<file path="src/rtl/greenrio_bus_pkg.sv">
// Shared types and constants for the greenrio Wishbone host bridge.
// The bridge waits without limit unless GREENRIO_WB_TIMEOUT_EN is defined.
package greenrio_bus_pkg;

  typedef enum logic [2:0] {
    S_IDLE,
    S_REQ,
    S_RDWAIT,
    S_DRAIN,
    S_ACK
  } state_t;

  localparam logic [31:0] GR_ADDR_BASE = 32'h3000_0000;
  localparam logic [31:0] GR_ADDR_MASK = 32'hFFF0_0000;
  localparam logic [31:0] GR_ERR_DATA  = 32'hDEAD_0BAD;
  localparam int GR_TIMEOUT_CYCLES = 255;
  localparam int GR_TW = 8;

  function automatic logic [31:0] word_off(
    input logic [31:0] adr,
    input logic [31:0] mask
  );
    return adr & ~mask & 32'hFFFF_FFFC;
  endfunction

endpackage

</file>
<file path="src/rtl/greenrio_wb_timeout.sv">
// Wait-cycle counter for the host bridge; expires on the LIMIT-th
// enabled cycle since the last clear.
module greenrio_wb_timeout #(
  parameter int TW    = 8,
  parameter int LIMIT = 255
) (
  input  logic i_clk,
  input  logic i_rst,
  input  logic i_clr,
  input  logic i_en,
  output logic o_expire
);

  logic [TW-1:0] r_cnt;

  always_ff @(posedge i_clk or posedge i_rst) begin
    if (i_rst)     r_cnt <= '0;
    else if (i_clr) r_cnt <= '0;
    else if (i_en)  r_cnt <= r_cnt + 1'b1;
  end

  assign o_expire = i_en && (r_cnt == TW'(LIMIT - 1));

endmodule

</file>
<file path="src/rtl/greenrio_wb_host_bridge.sv">
// Wishbone-classic slave to greenrio req/gnt/rvalid bus bridge.
// Define GREENRIO_WB_TIMEOUT_EN to abandon hung gnt/rvalid waits.
module greenrio_wb_host_bridge
  import greenrio_bus_pkg::*;
#(
  parameter logic [31:0] ADDR_BASE      = GR_ADDR_BASE,
  parameter logic [31:0] ADDR_MASK      = GR_ADDR_MASK,
  parameter int          TIMEOUT_CYCLES = GR_TIMEOUT_CYCLES,
  parameter int          TW             = GR_TW,
  parameter logic [31:0] ERR_DATA       = GR_ERR_DATA
) (
  input  logic        wb_clk_i,
  input  logic        wb_rst_i,
  input  logic        wbs_cyc_i,
  input  logic        wbs_stb_i,
  input  logic        wbs_we_i,
  input  logic [3:0]  wbs_sel_i,
  input  logic [31:0] wbs_adr_i,
  input  logic [31:0] wbs_dat_i,
  output logic        wbs_ack_o,
  output logic [31:0] wbs_dat_o,
  output logic        mem_req_o,
  output logic        mem_we_o,
  output logic [31:0] mem_addr_o,
  output logic [3:0]  mem_be_o,
  output logic [31:0] mem_wdata_o,
  input  logic        mem_gnt_i,
  input  logic        mem_rvalid_i,
  input  logic [31:0] mem_rdata_i,
  output logic        busy_o,
  output logic        err_o
);

  state_t      r_state, w_next;
  logic [31:0] r_dat, w_dat_nxt;
  logic        r_err, w_err_set;
  logic        w_load, w_hit, w_expire;

  assign w_hit = (wbs_adr_i & ADDR_MASK) == ADDR_BASE;

`ifdef GREENRIO_WB_TIMEOUT_EN
  logic w_tmo_en, w_tmo_clr;

  assign w_tmo_en  = (r_state == S_REQ) || (r_state == S_RDWAIT) ||
                     (r_state == S_DRAIN);
  assign w_tmo_clr = (w_next != r_state);

  greenrio_wb_timeout #(
    .TW   (TW),
    .LIMIT(TIMEOUT_CYCLES)
  ) u_tmo (
    .i_clk   (wb_clk_i),
    .i_rst   (wb_rst_i),
    .i_clr   (w_tmo_clr),
    .i_en    (w_tmo_en),
    .o_expire(w_expire)
  );
`else
  assign w_expire = 1'b0;
`endif

  always_comb begin
    w_next    = r_state;
    w_load    = 1'b0;
    w_err_set = 1'b0;
    w_dat_nxt = r_dat;
    unique case (r_state)
      S_IDLE: begin
        if (wbs_cyc_i && wbs_stb_i) begin
          if (w_hit) begin
            w_next = S_REQ;
            w_load = 1'b1;
          end else begin
            w_next    = S_ACK;
            w_err_set = 1'b1;
            if (!wbs_we_i) w_dat_nxt = ERR_DATA;
          end
        end
      end
      S_REQ: begin
        // An accepted request must run to completion even if cyc drops.
        if (mem_gnt_i) begin
          if (mem_we_o) w_next = wbs_cyc_i ? S_ACK : S_IDLE;
          else          w_next = wbs_cyc_i ? S_RDWAIT : S_DRAIN;
        end else if (!wbs_cyc_i) begin
          w_next = S_IDLE;
        end else if (w_expire) begin
          w_next    = S_ACK;
          w_err_set = 1'b1;
          w_dat_nxt = ERR_DATA;
        end
      end
      S_RDWAIT: begin
        if (mem_rvalid_i) begin
          w_next    = S_ACK;
          w_dat_nxt = mem_rdata_i;
        end else if (!wbs_cyc_i) begin
          w_next = S_DRAIN;
        end else if (w_expire) begin
          w_next    = S_ACK;
          w_err_set = 1'b1;
          w_dat_nxt = ERR_DATA;
        end
      end
      S_DRAIN: begin
        if (mem_rvalid_i) begin
          w_next = S_IDLE;
        end else if (w_expire) begin
          w_next    = S_IDLE;
          w_err_set = 1'b1;
        end
      end
      S_ACK:   w_next = S_IDLE;
      default: w_next = S_IDLE;
    endcase
  end

  always_ff @(posedge wb_clk_i or posedge wb_rst_i) begin
    if (wb_rst_i) begin
      r_state     <= S_IDLE;
      r_dat       <= '0;
      r_err       <= 1'b0;
      mem_we_o    <= 1'b0;
      mem_addr_o  <= '0;
      mem_be_o    <= '0;
      mem_wdata_o <= '0;
    end else begin
      r_state <= w_next;
      r_dat   <= w_dat_nxt;
      r_err   <= w_err_set;
      if (w_load) begin
        mem_we_o    <= wbs_we_i;
        mem_addr_o  <= word_off(wbs_adr_i, ADDR_MASK);
        mem_be_o    <= wbs_sel_i;
        mem_wdata_o <= wbs_dat_i;
      end
    end
  end

  assign wbs_ack_o = (r_state == S_ACK);
  assign wbs_dat_o = r_dat;
  assign mem_req_o = (r_state == S_REQ);
  assign busy_o    = (r_state != S_IDLE);
  assign err_o     = r_err;

endmodule
</file>
<file path="config.mk">
export PLATFORM = sky130hd
export DESIGN_NAME = greenrio_wb_host_bridge
export DESIGN_NICKNAME = d
export VERILOG_FILES = /design/src/rtl/greenrio_bus_pkg.sv /design/src/rtl/greenrio_wb_timeout.sv /design/src/rtl/greenrio_wb_host_bridge.sv
export SDC_FILE = /design/constraint.sdc
export NUM_CORES = 1
export LEC_CHECK = 0
export CORE_MARGIN = 10
export CORE_UTILIZATION = 43
export CTS_CLUSTER_DIAMETER = 100
export DETAILED_ROUTE_END_ITERATION = 16
export GPL_TIMING_DRIVEN = 1
export PLACE_DENSITY = 0.85
export SYNTH_ARGS = -nofsm -noshare
export SYNTH_HDL_FRONTEND = slang
export SYNTH_SLANG_ARGS = --single-unit
</file>
<file path="constraint.sdc">
create_clock -name wb_clk_i -period 10 [get_ports wb_clk_i]
set_clock_uncertainty 0.2 [all_clocks]
set_input_delay 2 -clock wb_clk_i [delete_from_list [all_inputs] [get_ports wb_clk_i]]
set_output_delay 2 -clock wb_clk_i [all_outputs]
set_load 0.02 [all_outputs]
</file>
[Yosys cells after proc, flatten, opt, wreduce, memory -nomap -nowiden]
Index checks and enable logic that the tools add are counted.
W data, S select, Z words.
Operators by class
  reductions and logical operators: 6
  shift-type cells: 0
  order comparisons: 0
  equal/unequal tests: 12
  bitwise operators: 0
  div/mod/pow operators: 0
  multiply operators: 0
  muxes and demuxes: 22
  add/subtract/negate cells: 0
Operator list (count)
  $mux W32: 4
  $pmux W32 S2: 1
  $mux W3: 9
  $eq A12 B10 Y1 const B: 1
  $pmux W3 S4: 1
  $ne A2 B2 Y1 const B: 5
  $mux W1: 7
  $eq A3 B2 Y1 const B: 2
  $reduce_and A5 Y1: 1
  $reduce_and A4 Y1: 1
  $eq A3 B1 Y1 const B: 1
  $eq A3 B3 Y1 const B: 1
  $logic_not A3 Y1: 1
  $ne A3 B2 Y1 const B: 1
  $ne A3 B3 Y1 const B: 1
  $reduce_bool A3 Y1: 1
  $reduce_bool A2 Y1: 1
  $logic_and A1 B1 Y1: 1
Word-level totals
  output and inout port bits: 105
  latch bits: 0
  register bits after elaboration: 91
  input bits: 107
  memories: 0
  bits in writable memories: 0
  logic and storage cells: 47
  bits in read-only memories: 0

[Depth between registers and ports, before layout]
Gate-level depths: netlist (run 1).
  depth after elaboration: 4
  depth in mapped cells: 7
  gate-level depth less buffers: 4

[Worst setup path before layout (run 1)]
OpenSTA, ideal clock, no wires.
  kind: in2reg
  start: in wbs_adr_i[22]
  end: reg mem_addr_o[10]
  cell stages on the path: 5
  data required time: 9.675 ns
  slack: 6.484 ns
  arrival: 3.190 ns
  path buffers: 1
  library setup time: 0.125 ns
  cells stage by stage: nor4_4 > nand3_2 > nor2_8 > buf_12 > mux2_4
Between the ends
  longest elaborated chain between the ends: 4
RTL lines
  from (decl): RTL line greenrio_wb_host_bridge.sv:18  | input logic [31:0] wbs_adr_i,
  $eq A12 B10 Y1: RTL line greenrio_wb_host_bridge.sv:39  | assign w_hit = (wbs_adr_i & ADDR_MASK) == ADDR_BASE;
  $mux W1: RTL line greenrio_wb_host_bridge.sv:70  | if (w_hit) begin
  $mux W1: RTL line greenrio_wb_host_bridge.sv:69  | if (wbs_cyc_i && wbs_stb_i) begin
  $mux W1: RTL line greenrio_wb_host_bridge.sv:67  | unique case (r_state)
  to (signal assigned): RTL line greenrio_wb_host_bridge.sv:133  | mem_addr_o <= word_off(wbs_adr_i, ADDR_MASK);
  to (decl): RTL line greenrio_wb_host_bridge.sv:24  | output logic [31:0] mem_addr_o,
Every way passes these cells.
A chain may end at the register's enable or synchronous reset.

[Worst setup path after layout (run 1)]
  start: in wbs_adr_i[22]
  end: reg mem_addr_o[9]
The elaborated chain is that of the path after synthesis.

==> results of run 1 <==
==> synth_stat cells (all sizes together), types with 2 or more instances <==
cell type	count	share of area, %
dfrtp	91	57
mux2	55	20
buf	27	6.6
o22a	19	4.2
a22o	13	2.9
nor2	6	0.97
inv	4	0.38
a21oi	3	0.38
nand2b	3	0.47
nand3	3	0.82
a21o	2	0.38
nand2	2	0.19
nor2b	2	0.50
nor4	2	1.1
or2	2	0.31
==> sequential cells by signal, summed over array words and instances, names as in the netlist <==
register / count
mem_wdata_o: 32
wbs_dat_o: 32
mem_addr_o: 18
mem_be_o: 4
r_state: 3
err_o: 1
mem_we_o: 1
==> through the flow <==
| step | std cells | worst slack [ps] |
|---|---|---|
| after floorplan | 263 | 5440 |
| after global placement | 543 | 5400 |
| after detailed placement | 543 | 5360 |
| after CTS | 559 | 5730 |
| after global routing | 559 | 5590 |
| final | 559 | 5740 |
==> power by group <==
part,total (mW),switching [mW],internal [mW]
combinational,0.0697,0.0273,0.0424
sequential,0.370,0.00131,0.369
clock,0.232,0.131,0.101
==> cell type report <==
type,count,area [um2],area share (%)
clock buffer,11,141,2.33
clock inverter,5,43.8,0.722
inverter,4,16.3,0.268
tap,111,139,2.29
sequential,91,2280,37.5
timing repair buffer,197,1970,32.4
multi-input combinational,140,1480,24.4
==> per-layer routing <==
layer	vias to the layer above	track usage (%)
met2	129	27.2
met3	11	6.11
met1	1319	18.4
met4	0	3.50
met5	-	0
li1	1268	-
==> worst reg2reg max path, cell delays in order, from the launching register on <==
cell and delay (ps):
dfrtp_1 530, nor3_4 340, nand3_4 140, nor2_8 120, buf_4 730, mux2_2 490
==> cell usage in the layout, fill, tap and decap left out, drive strengths merged, types with 6 or more instances in the layout <==
| cell type | n |
|---|---|
| clkdlybuf4s50 | 195 |
| o22a | 19 |
| clkbuf | 11 |
| mux2 | 55 |
| a22o | 13 |
| nor2 | 6 |
| inv | 6 |
| dfrtp | 91 |
| conb | 14 |
==> kinds of logic (layout without fill, tap and decap cells) <==
family          after synthesis  count (layout)  share of synthesized area [%]
simple gates                 25              25                           5.52
flops                        91              91                           57.1
compound gates               46              46                           10.0
buf+inv                      32             217                           7.06
other cells                   1              14                         0.0940
mux                          55              55                           20.2
==> final timing paths <==
| kind | startpoint | slack, ps | end | cells past startpoint |
|---|---|---|---|---|
| worst min-delay path | wbs_dat_o[21]$_DFFE_PP0P_ | 300 | wbs_dat_o[21]$_DFFE_PP0P_ | 1 |
| worst max register to register | r_state[2]$_DFFE_PP0P_ | 7350 | mem_addr_o[9]$_DFFE_PP0P_ | 5 |
| max in group asynchronous | wb_rst_i | 6630 | wbs_dat_o[15]$_DFFE_PP0P_ | 3 |
| worst min register to register | wbs_dat_o[21]$_DFFE_PP0P_ | 300 | wbs_dat_o[21]$_DFFE_PP0P_ | 1 |
| min in group asynchronous | wb_rst_i | 1920 | mem_addr_o[4]$_DFFE_PP0P_ | 2 |
| worst max-delay path | wbs_adr_i[22] | 5740 | mem_addr_o[9]$_DFFE_PP0P_ | 6 |
==> reports/results.txt, run 1 <==
# setup viols final - 0
max_cap viols - 0
initial DRC count - 125
starting density of the core - 43.6%
final hold vios - 0
outcome - completed
min cycle time layout - 4260 ps
Slew HR - 34.0%
pin count of the biggest net entering global routing - 56
DP HPWL - 8680 um
Critical Path AT - 4290 ps
clk root buf - clkbuf_8
WS Path Type - in -> reg
hold buffers post-CTS - 0
Leak - 2.61 nW
Ports - 212
Num CTS Buffers - 9
Final nets - 550
Hold WC Path Type - reg -> reg
CTS resizes - 0
EDFF count, synth - 0
Synth async-reset ratio - 100%
CP delay by family, top - buffers and inverters
layout cells sized above 1 - 18.8%
Die Y - 116 um
clock buffer depth - 2
CTS Sinks - 91
worst vdd ir - 74.0 uV
Via Count - 2727
Unique masters post-synth - 39
Cells after Synth - 250
area of the mapped netlist - 3990 um2
drt first pass iters - 4
CTS tree - done
Post-Syn Area per Cell - 16.0 um2
Power Density - 111 nW/um2
f_max - 0.235 GHz
# diodes - 0
dominant synthesized flop cell - dfrtp_1
design area - 6060 um2
fin crit share - 42.6%
total power - 0.672 mW
first-pass GRT wire length - 16900 um
post-CTS setup buffers - 0
Total Neg Setup Slack - 0 ps
final hold slack - 296 ps
CP endpoint kind - register
Max FO, Critical Path - 55
vias in the first global route - 3162
worst slew pin tran - 990 ps
slowest stage delay, CP - 730 ps
Area after DPL - 5880 um2
final wirelength - 11000 um
total grt overflow - 0
die footprint - 13500 um2
post-route ant nets - 0
wire length on met2 - 5590 um
Core Util, Final - 66.3%
antenna violations before repair - 0
Die X - 116 um
RSZ-0062 raised after global routing - false
vias per inst - 4.88
Slew Limit Fails - 0
Clk Latency, worst-skew pair - 330 ps
# fillers - 660
top sig layer - met4
IO Port Bufs - 195
worst-path cell with the longest stage delay - buf_4
GRT Resource Usage Total - 15.9%
critical path startpoint category - input port
WL met1 - 4240 um
clk slew on worst S/H paths - 90 ps
H-Tree Depth - 3
sequential share of the synthesized area - 57.1%
Critical Path RT - 10030 ps
DRC viols - 0
Ys Warns - 0
Worst Path Buf+Inv - 2
row count - 35
Met3 Routed Length - 1080 um
global placement routability congestion - 0.789
crit-path cells - clkdlybuf4s50_1, nor4_4, nand3_2, nor2_8, buf_4, mux2_2
Area Growth Syn to Fin - 52.0%
flops & latches, synth - 91
Core Area - 9150 um2
post-DR wirelength/cell - 19.7 um
(Power assumes the default switching activity.)
==> run 2, diff against run 1 <==
--- a/config.mk
+++ b/config.mk
@@ -6,11 +6,11 @@
 export NUM_CORES = 1
 export LEC_CHECK = 0
 export CORE_MARGIN = 10
-export CORE_UTILIZATION = 43
+export CORE_UTILIZATION = 36
 export CTS_CLUSTER_DIAMETER = 100
 export DETAILED_ROUTE_END_ITERATION = 16
 export GPL_TIMING_DRIVEN = 1
-export PLACE_DENSITY = 0.85
+export PLACE_DENSITY = 0.76
 export SYNTH_ARGS = -nofsm -noshare
 export SYNTH_HDL_FRONTEND = slang
 export SYNTH_SLANG_ARGS = --single-unit
==> constraint.sdc (replaced) <==
create_clock -name wb_clk_i -period 3.86 [get_ports wb_clk_i]
set_clock_uncertainty 0.2 [all_clocks]
set_input_delay 0.772 -clock wb_clk_i [delete_from_list [all_inputs] [get_ports wb_clk_i]]
set_output_delay 0.772 -clock wb_clk_i [all_outputs]
set_load 0.02 [all_outputs]
==> reports/results.txt, run 2 (synthesized netlist as in run 1, its figures left out) <==
row count - 38 (+8.6%)
Die X - 125 um (+7.7%)
pre-CTS setup slack - 710 ps (-4650 ps)
Critical Path RT - 2890 ps (-7140 ps)
antenna violations before repair - 0 (unchanged)
post-CTS setup buffers - 0 (unchanged)
critical path startpoint category - register
Net Sw Frac - 21.7% (-2.1 points)
GRT Resource Usage Total - 14.4% (-1.5 points)
CTS Sinks - 91 (unchanged)
H-Tree Depth - 3 (unchanged)
Critical Path Start - r_state[2]$_DFFE_PP0P_
crit-path cells - nor3_4, inv_1, clkdlybuf4s50_1
DRC viols - 0 (unchanged)
clk root buf - clkbuf_8
Area after DPL - 5950 um2 (+1.2%)
RSZ-0062 raised after global routing - false
first-pass GRT wire length - 18500 um (+9.2%)
share of power burned in registers - 52.5% (-2.5 points)
Total Neg Setup Slack - 0 ps (unchanged)
vias per inst - 4.68 (-4.1%)
Num CTS Buffers - 9 (unchanged)
hold buffers post-CTS - 0 (unchanged)
CP endpoint kind - primary output
Ports - 212 (unchanged)
fin crit share - 74.6%
clk slew on worst S/H paths - 90 ps (about the same)
design area - 6160 um2 (+1.5%)
max_cap viols - 0 (unchanged)
# setup viols final - 0 (unchanged)
Slew HR - 33.6% (-0.44 points)
Clk Latency, worst-skew pair - 340 ps (about the same)
worst-path cell with the longest stage delay - clkdlybuf4s50_1
IO Port Bufs - 195 (unchanged)
WS Path Type - reg -> out
Area Growth Syn to Fin - 54.3%
Comb pwr share - 10.0% (-0.4 points)
Core Util, Final - 56.8% (-9.5 points)
starting density of the core - 36.8% (-6.8 points)
global placement routability congestion - 0.800 (+1.4%)
post-route ant nets - 0 (unchanged)
most frequent cells in the layout - clkdlybuf4s50_1 (195), dfrtp_1 (91), mux2_4 (50)
CTS resizes - 0 (unchanged)
pin count of the biggest net entering global routing - 55 (-1.8%)
worst slew pin tran - 990 ps (-0.0676 ps)
most common cell after layout, fill and taps aside - clkdlybuf4s50_1
initial DRC count - 118 (-5.6%)
DP HPWL - 8790 um (+1.3%)
clock buffer depth - 2 (unchanged)
outcome - completed
grt met3 use - 6.17% (+0.056 points)
final wirelength - 11200 um (+1.7%)
clock power share - 37.5% (+2.9 points)
busiest grt layer - met2
# diodes - 0 (unchanged)
min cycle time layout - 2880 ps
Hold WC Path Type - reg -> reg
Via Count - 2752 (+0.92%)
total grt overflow - 0 (unchanged)
P_int - 1.43 mW (+180%)
Psw - 0.396 mW (+150%)
Core Area - 10800 um2 (+18%)
Die Y - 125 um (+7.7%)
post-DR wirelength/cell - 19.1 um (-3.3%)
total power - 1.83 mW (+170%)
drt first pass iters - 4 (unchanged)
worst setup margin - 980 ps (-4760 ps)
GR Util met1 - 17.4% (-1.0 points)
vias in the first global route - 3164 (+0.063%)
Max FO, Critical Path - 11 (-80%)
slowest stage delay, CP - 560 ps (-170 ps)
die footprint - 15700 um2 (+16%)
CTS tree - done
Critical Path AT - 1910 ps (-2380 ps)
Min-Delay Startpoint - wbs_dat_o[16]$_DFFE_PP0P_
layout cells sized above 1 - 18.5% (-0.22 points)
final hold vios - 0 (unchanged)
GR Util met2 - 22.8% (-4.5 points)
f_max - 0.347 GHz
Final nets - 551 (+0.18%)
Power Density - 297 nW/um2 (+170%)
Critical R2R Launch - r_state[2]$_DFFE_PP0P_
worst vdd ir - 136 uV (+84%)
Leak - 2.62 nW (+0.67%)
Slew Limit Fails - 0 (unchanged)
[run 2: final cells by class]
cell class,count,area (um2)
sequential,91,2280
tap,140,175
multi-input combinational,140,1480
fill,899,4680
timing repair buffer,198,2000
clock buffer,11,131
inverter,4,16.3
clock inverter,4,76.3
[run 2: per-stage QoR]
stage                     hold slack (ps)  instances
final                                 297        588
after global routing                  312        588
after CTS                             301        588
after detailed placement              280        573
after global placement                269        573
after floorplan                       369        263
[run 2: metal layers]
metal | vias to the layer above | wire length, um | share of wire, %
met4 | 0 | 97 | 0.87
met5 | - | 0 | 0
met1 | 1350 | 4750 | 42
met3 | 10 | 1020 | 9.1
li1 | 1263 | - | -
met2 | 129 | 5330 | 48
[run 2: power by group through the flow]
stage               registers, mW  clock network (mW)  logic [mW]
finish                      0.958               0.685       0.182
global route                0.959               0.755       0.197
CTS                         0.958               0.715       0.185
detailed placement          0.978                   0       0.184
global placement            0.977                   0       0.181
floorplan                   0.978                   0      0.0650
[run 2: critical path: cells and delay by family, from the launching register on]
family / cells / cell delay [ps]
buffers and inverters: 2 / 680
DFF: 1 / 530
and+or+nand+nor: 1 / 350
[run 2: final timing paths]
check,end,slack (ps),depth (start not counted)
min in group asynchronous,mem_wdata_o[14]$_DFFE_PP0P_,630,2
setup reg to reg,mem_addr_o[6]$_DFFE_PP0P_,1490,5
hold reg to reg,wbs_dat_o[16]$_DFFE_PP0P_,300,1
setup / recovery,busy_o,980,3
hold / removal,wbs_dat_o[16]$_DFFE_PP0P_,300,1
max in group asynchronous,mem_wdata_o[25]$_DFFE_PP0P_,2110,3
==> variant 1: new RTL, flow settings as in run 2 <==
Take the reset off `r_dat` and load it in a clocked block of its own.
--- a/src/rtl/greenrio_wb_host_bridge.sv
+++ b/src/rtl/greenrio_wb_host_bridge.sv
@@ -120,3 +120,2 @@
       r_state     <= S_IDLE;
-      r_dat       <= '0;
       r_err       <= 1'b0;
@@ -128,3 +127,2 @@
       r_state <= w_next;
-      r_dat   <= w_dat_nxt;
       r_err   <= w_err_set;
@@ -139,2 +137,6 @@
 
+  always_ff @(posedge wb_clk_i) begin
+    r_dat <= w_dat_nxt;
+  end
+
   assign wbs_ack_o = (r_state == S_ACK);
Function: changed (Yosys sat finds a counterexample within 4 cycles, from zero or initial values and one cycle with wb_rst_i high).
==> variant 1 against run 2 <==
Setup slack worse by 0.020 ns; synthesized area down 0.19%; design area up 0.28%; largest cell class unchanged; utilization up 0.16 points; routed wire length about the same; sequential cell count unchanged; sequential power up 5%; total power down 2.6%.
==> variant 1: results <==
export IMPL_pg_seq_mw=1.01
export IMPL_grtUsageTotal_pct=13.9
export IMPL_hpwl_um=8940
export IMPL_syn_inst=244
export IMPL_r2r_end="wbs_dat_o[19]"
export IMPL_status="finished clean"
export IMPL_synth_area_leaders="dfrtp_1 37%, edfxtp_1 24%, mux2_4 19%"
export IMPL_cp_max_fo=22
export IMPL_p_clk_share_pct=32.4
export IMPL_fin_hold_ws_ns=0.312
export IMPL_async_flop_share_pct=64.8
export IMPL_critPathMaxStageDelay_ns=0.47
export IMPL_power_mw=1.78
export IMPL_cp_startpoint="wbs_adr_i[31]"
export IMPL_drtIter0Drc=99
export IMPL_reg2reg_depth=3
export IMPL_wire_per_inst_um=19.0
export IMPL_fin_cells=590
export IMPL_whs_endpoint="mem_wdata_o[25]"
export IMPL_leakage_nw=2.53
export IMPL_grt_max_degree=44
export IMPL_multi_input_area_sq_um=1360
export IMPL_synth_seq_area_share_pct=61.2
export IMPL_crit_slowest_cell="or4_1"
export IMPL_crit_family="simple AND/OR/NAND/NOR gates"
export IMPL_ys_types=36
export IMPL_vias=2629
export IMPL_worstPathArrival_ns=2.72
export IMPL_synth_common_cells="59 x dfrtp_1, 50 x mux2_4, 32 x edfxtp_1"
export IMPL_placed_cell_area_sq_um=6000
export IMPL_nFillCells=931
export IMPL_grt_first_pass_wirelength_um=17300
export IMPL_dp_cells=574
export IMPL_ir_worst_vdd_uv=147
export IMPL_slew_headroom_pct=25.2
export IMPL_drive_gt1_share_pct=18.7
export IMPL_p_int_mw=1.39
export IMPL_nNetsFinal=552
export IMPL_drt_pass1_iter_count=4
export IMPL_gp_congestion=0.795
export IMPL_synth_edf_count=32
export IMPL_min_from="mem_wdata_o[25]"
## variant 1: cell types whose count changed after synthesis, sizes merged, moves of 3 or more
cell / run 2 / this run
a22o: 13 / 0
and2: 1 / 14
buf: 27 / 20
clkbuf: 1 / 5
dfrtp: 91 / 59
edfxtp: 0 / 32
nand2b: 3 / 21
o21ai: 1 / 4
o22a: 19 / 0
## variant 1: kinds of logic (layout without fill, tap and decap cells)
| family | after synthesis | in the layout | synth area share [%] |
|---|---|---|---|
| flops | 91 | 91 | 61.2 |
| simple gates | 59 | 59 | 10.7 |
| mux | 55 | 55 | 20.3 |
| buf+inv | 27 | 220 | 6.13 |
| compound gates | 11 | 11 | 1.60 |
| other cells | 1 | 14 | 0.0942 |
## variant 1: worst max-delay path by stage
stage | endpoint | slack (ns) | cells past startpoint
2_1_floorplan | wbs_dat_o[0] | 0.25 | 4
3_3_place_gp | wbs_dat_o[18] | 0.61 | 6
3_5_place_dp | wbs_dat_o[18] | 0.59 | 6
4_1_cts | mem_req_o | 0.94 | 3
5_1_grt | mem_req_o | 0.84 | 3
6_report | wbs_dat_o[30] | 0.96 | 6
## variant 1: cell type report
type	instances	area share, %
Sequential cell	91	39.5
Timing Repair Buffer	202	32.7
Multi-Input combinational cell	139	22.1
Tap cell	140	2.84
Clock buffer	13	2.57
Clock inverter	3	0.243
Inverter	2	0.122
## variant 1: per-layer routing
metal	GRT usage [%]	part of all wire (%)	up-vias
met3	3.59	5.2	8
met1	15.0	38	1292
met5	0	0	-
met2	25.7	55	104
li1	-	-	1225
met4	4.74	1.2	0
==> variant 2: new RTL, flow settings as in run 2 <==
Made on the original files. The option `GREENRIO_WB_TIMEOUT_EN` is turned on by a define.
--- a/src/rtl/greenrio_wb_host_bridge.sv
+++ b/src/rtl/greenrio_wb_host_bridge.sv
@@ -2,2 +2,4 @@
 // Define GREENRIO_WB_TIMEOUT_EN to abandon hung gnt/rvalid waits.
+`define GREENRIO_WB_TIMEOUT_EN
+
 module greenrio_wb_host_bridge
Function: same outputs for any inputs over 4 cycles, from zero or initial values and one cycle with wb_rst_i high; that may be too few to reach the edited logic, so the function may still have changed.
==> variant 2 against run 2 <==
Synthesized area grew 15%; largest power group unchanged; routed wire length increased by 25%; design area up 12%; sequential cell count rose by 8; total power up 20%; cell count is 43% higher; global-route usage grew 1.5 points; worst hold slack worse by 0.033 ns; setup slack got worse by 0.20 ns; count of clock-buffer cells in the layout fell by 2; first-iteration DRC count up 100%; synthesized cell count increased by 93%.
==> variant 2: results <==
export IMPL_status="finished clean"
export IMPL_viasPerCell=4.71
export IMPL_cts_inserted_buffers=9
export IMPL_grt_max_degree=55
export IMPL_antenna_found_initial=0
export IMPL_drt_pass1_iter_count=4
export IMPL_cts_root_buf="clkbuf_16"
export IMPL_antenna_cells=0
export IMPL_muxShareOfSynthArea_pct=0
export IMPL_yosys_warnings=0
export IMPL_cts_resized=0
export IMPL_synth_adder_area_share_pct=0.547
export IMPL_clockBufferDepth=2
export IMPL_cts_setup_buffers=0
export IMPL_leakage_nw=3.06
export IMPL_synth_common_cells="209 x nand2_1, 99 x dfrtp_1, 20 x o21a_1"
export IMPL_drive_gt1_share_pct=5.85
export IMPL_regToRegSetupSlack_ns=1.31
export IMPL_clk_insertion_delay_late_ns=0.35
export IMPL_drt_total_wl_um=14000
export IMPL_port_buffers=195
export IMPL_nFillCells=1134
export IMPL_cp_max_fo=14
export IMPL_hold_path_class="flip-flop to flip-flop"
export IMPL_htreeDepth=3
export IMPL_hpwl_um=10700
export IMPL_drtIter0Drc=241
export IMPL_nNetsFinal=773
export IMPL_grt_pass1_vias=4234
export IMPL_critPathMaxStageDelay_ns=0.66
export IMPL_synth_seq_area_share_pct=54.2
export IMPL_grt_first_pass_wirelength_um=22700
export IMPL_crit_slowest_cell="clkdlybuf4s50_1"
export IMPL_synth_xor_area_share_pct=1.34
export IMPL_async_flop_share_pct=100
export IMPL_slew_headroom_pct=53.0
export IMPL_ir_worst_vdd_uv=264
export IMPL_fin_crit_sh_pct=79.9
export IMPL_gp_congestion=0.839
export IMPL_grtUsageTotal_pct=15.9
export IMPL_synth_area_leaders="dfrtp_1 54%, nand2_1 17%, o22a_1 3.6%"
export IMPL_worstPathArrival_ns=2.11
export IMPL_clk_pin_slew_ns=0.06
export IMPL_placed_cell_area_sq_um=6600
export IMPL_ys_types=49
export IMPL_post_place_ws_ns=0.574
export IMPL_seq_area_sq_um=2480
export IMPL_synth_top_family_by_area="simple AND/OR/NAND/NOR gates"
export IMPL_synth_compound_area_share_pct=12.7
variant 2: cell type report:
cell class	count	share of cell area, %
flip-flops and latches	99	35.9
repair buffers	201	29.1
multi-input cells	350	27.3
clock buffers	9	3.26
well taps	172	3.12
clock inverters	5	1.14
inverters	3	0.199
variant 2: cells by family after synthesis:
logic type | Yosys count
AOI/OAI and AO/OA | 69
buffers and inverters | 46
xor gates and xnor gates | 7
DFF | 99
and+or+nand+nor | 258
adders and majority gates | 2
other | 1
variant 2: critical path, delay by kind of cell (launching register included):
| family | cells | cell delay, ns |
|---|---|---|
| AND/OR/NAND/NOR | 2 | 0.56 |
| buffers and inverters | 1 | 0.66 |
| flip-flops | 1 | 0.55 |
variant 2: stage by stage:
stage | hold slack (ns) | std cells
after floorplan | 0.337 | 495
after global placement | 0.250 | 825
after detailed placement | 0.255 | 825
after CTS | 0.270 | 839
after global routing | 0.286 | 839
final | 0.264 | 839
variant 2: metal layers:
| metal | global-route usage, % | vias up | share of wire, % |
|---|---|---|---|
| met5 | 0 | - | 0 |
| li1 | - | 1934 | - |
| met1 | 16.6 | 1871 | 37 |
| met2 | 27.9 | 130 | 52 |
| met3 | 6.93 | 15 | 9.4 |
| met4 | 5.50 | 0 | 1.5 |
variant 2: worst paths after layout:
path | endpoint | start | depth (start not counted)
max in group asynchronous | wbs_dat_o[25] | wb_rst_i | 3
max reg2reg | u_tmo.r_cnt[4] | u_tmo.r_cnt[0] | 7
min reg2reg | mem_addr_o[3] | mem_addr_o[3] | 2
max | mem_req_o | r_state[0] | 3
min in group asynchronous | wbs_dat_o[3] | wb_rst_i | 2
min | mem_addr_o[3] | mem_addr_o[3] | 2
variant 2: report_power, final:
part	leakage (nW)	total, mW	switching (mW)	internal (mW)
Sequential	1.28	1.05	0.00455	1.04
Clock	0.152	0.950	0.390	0.561
Combinational	1.63	0.201	0.0816	0.119
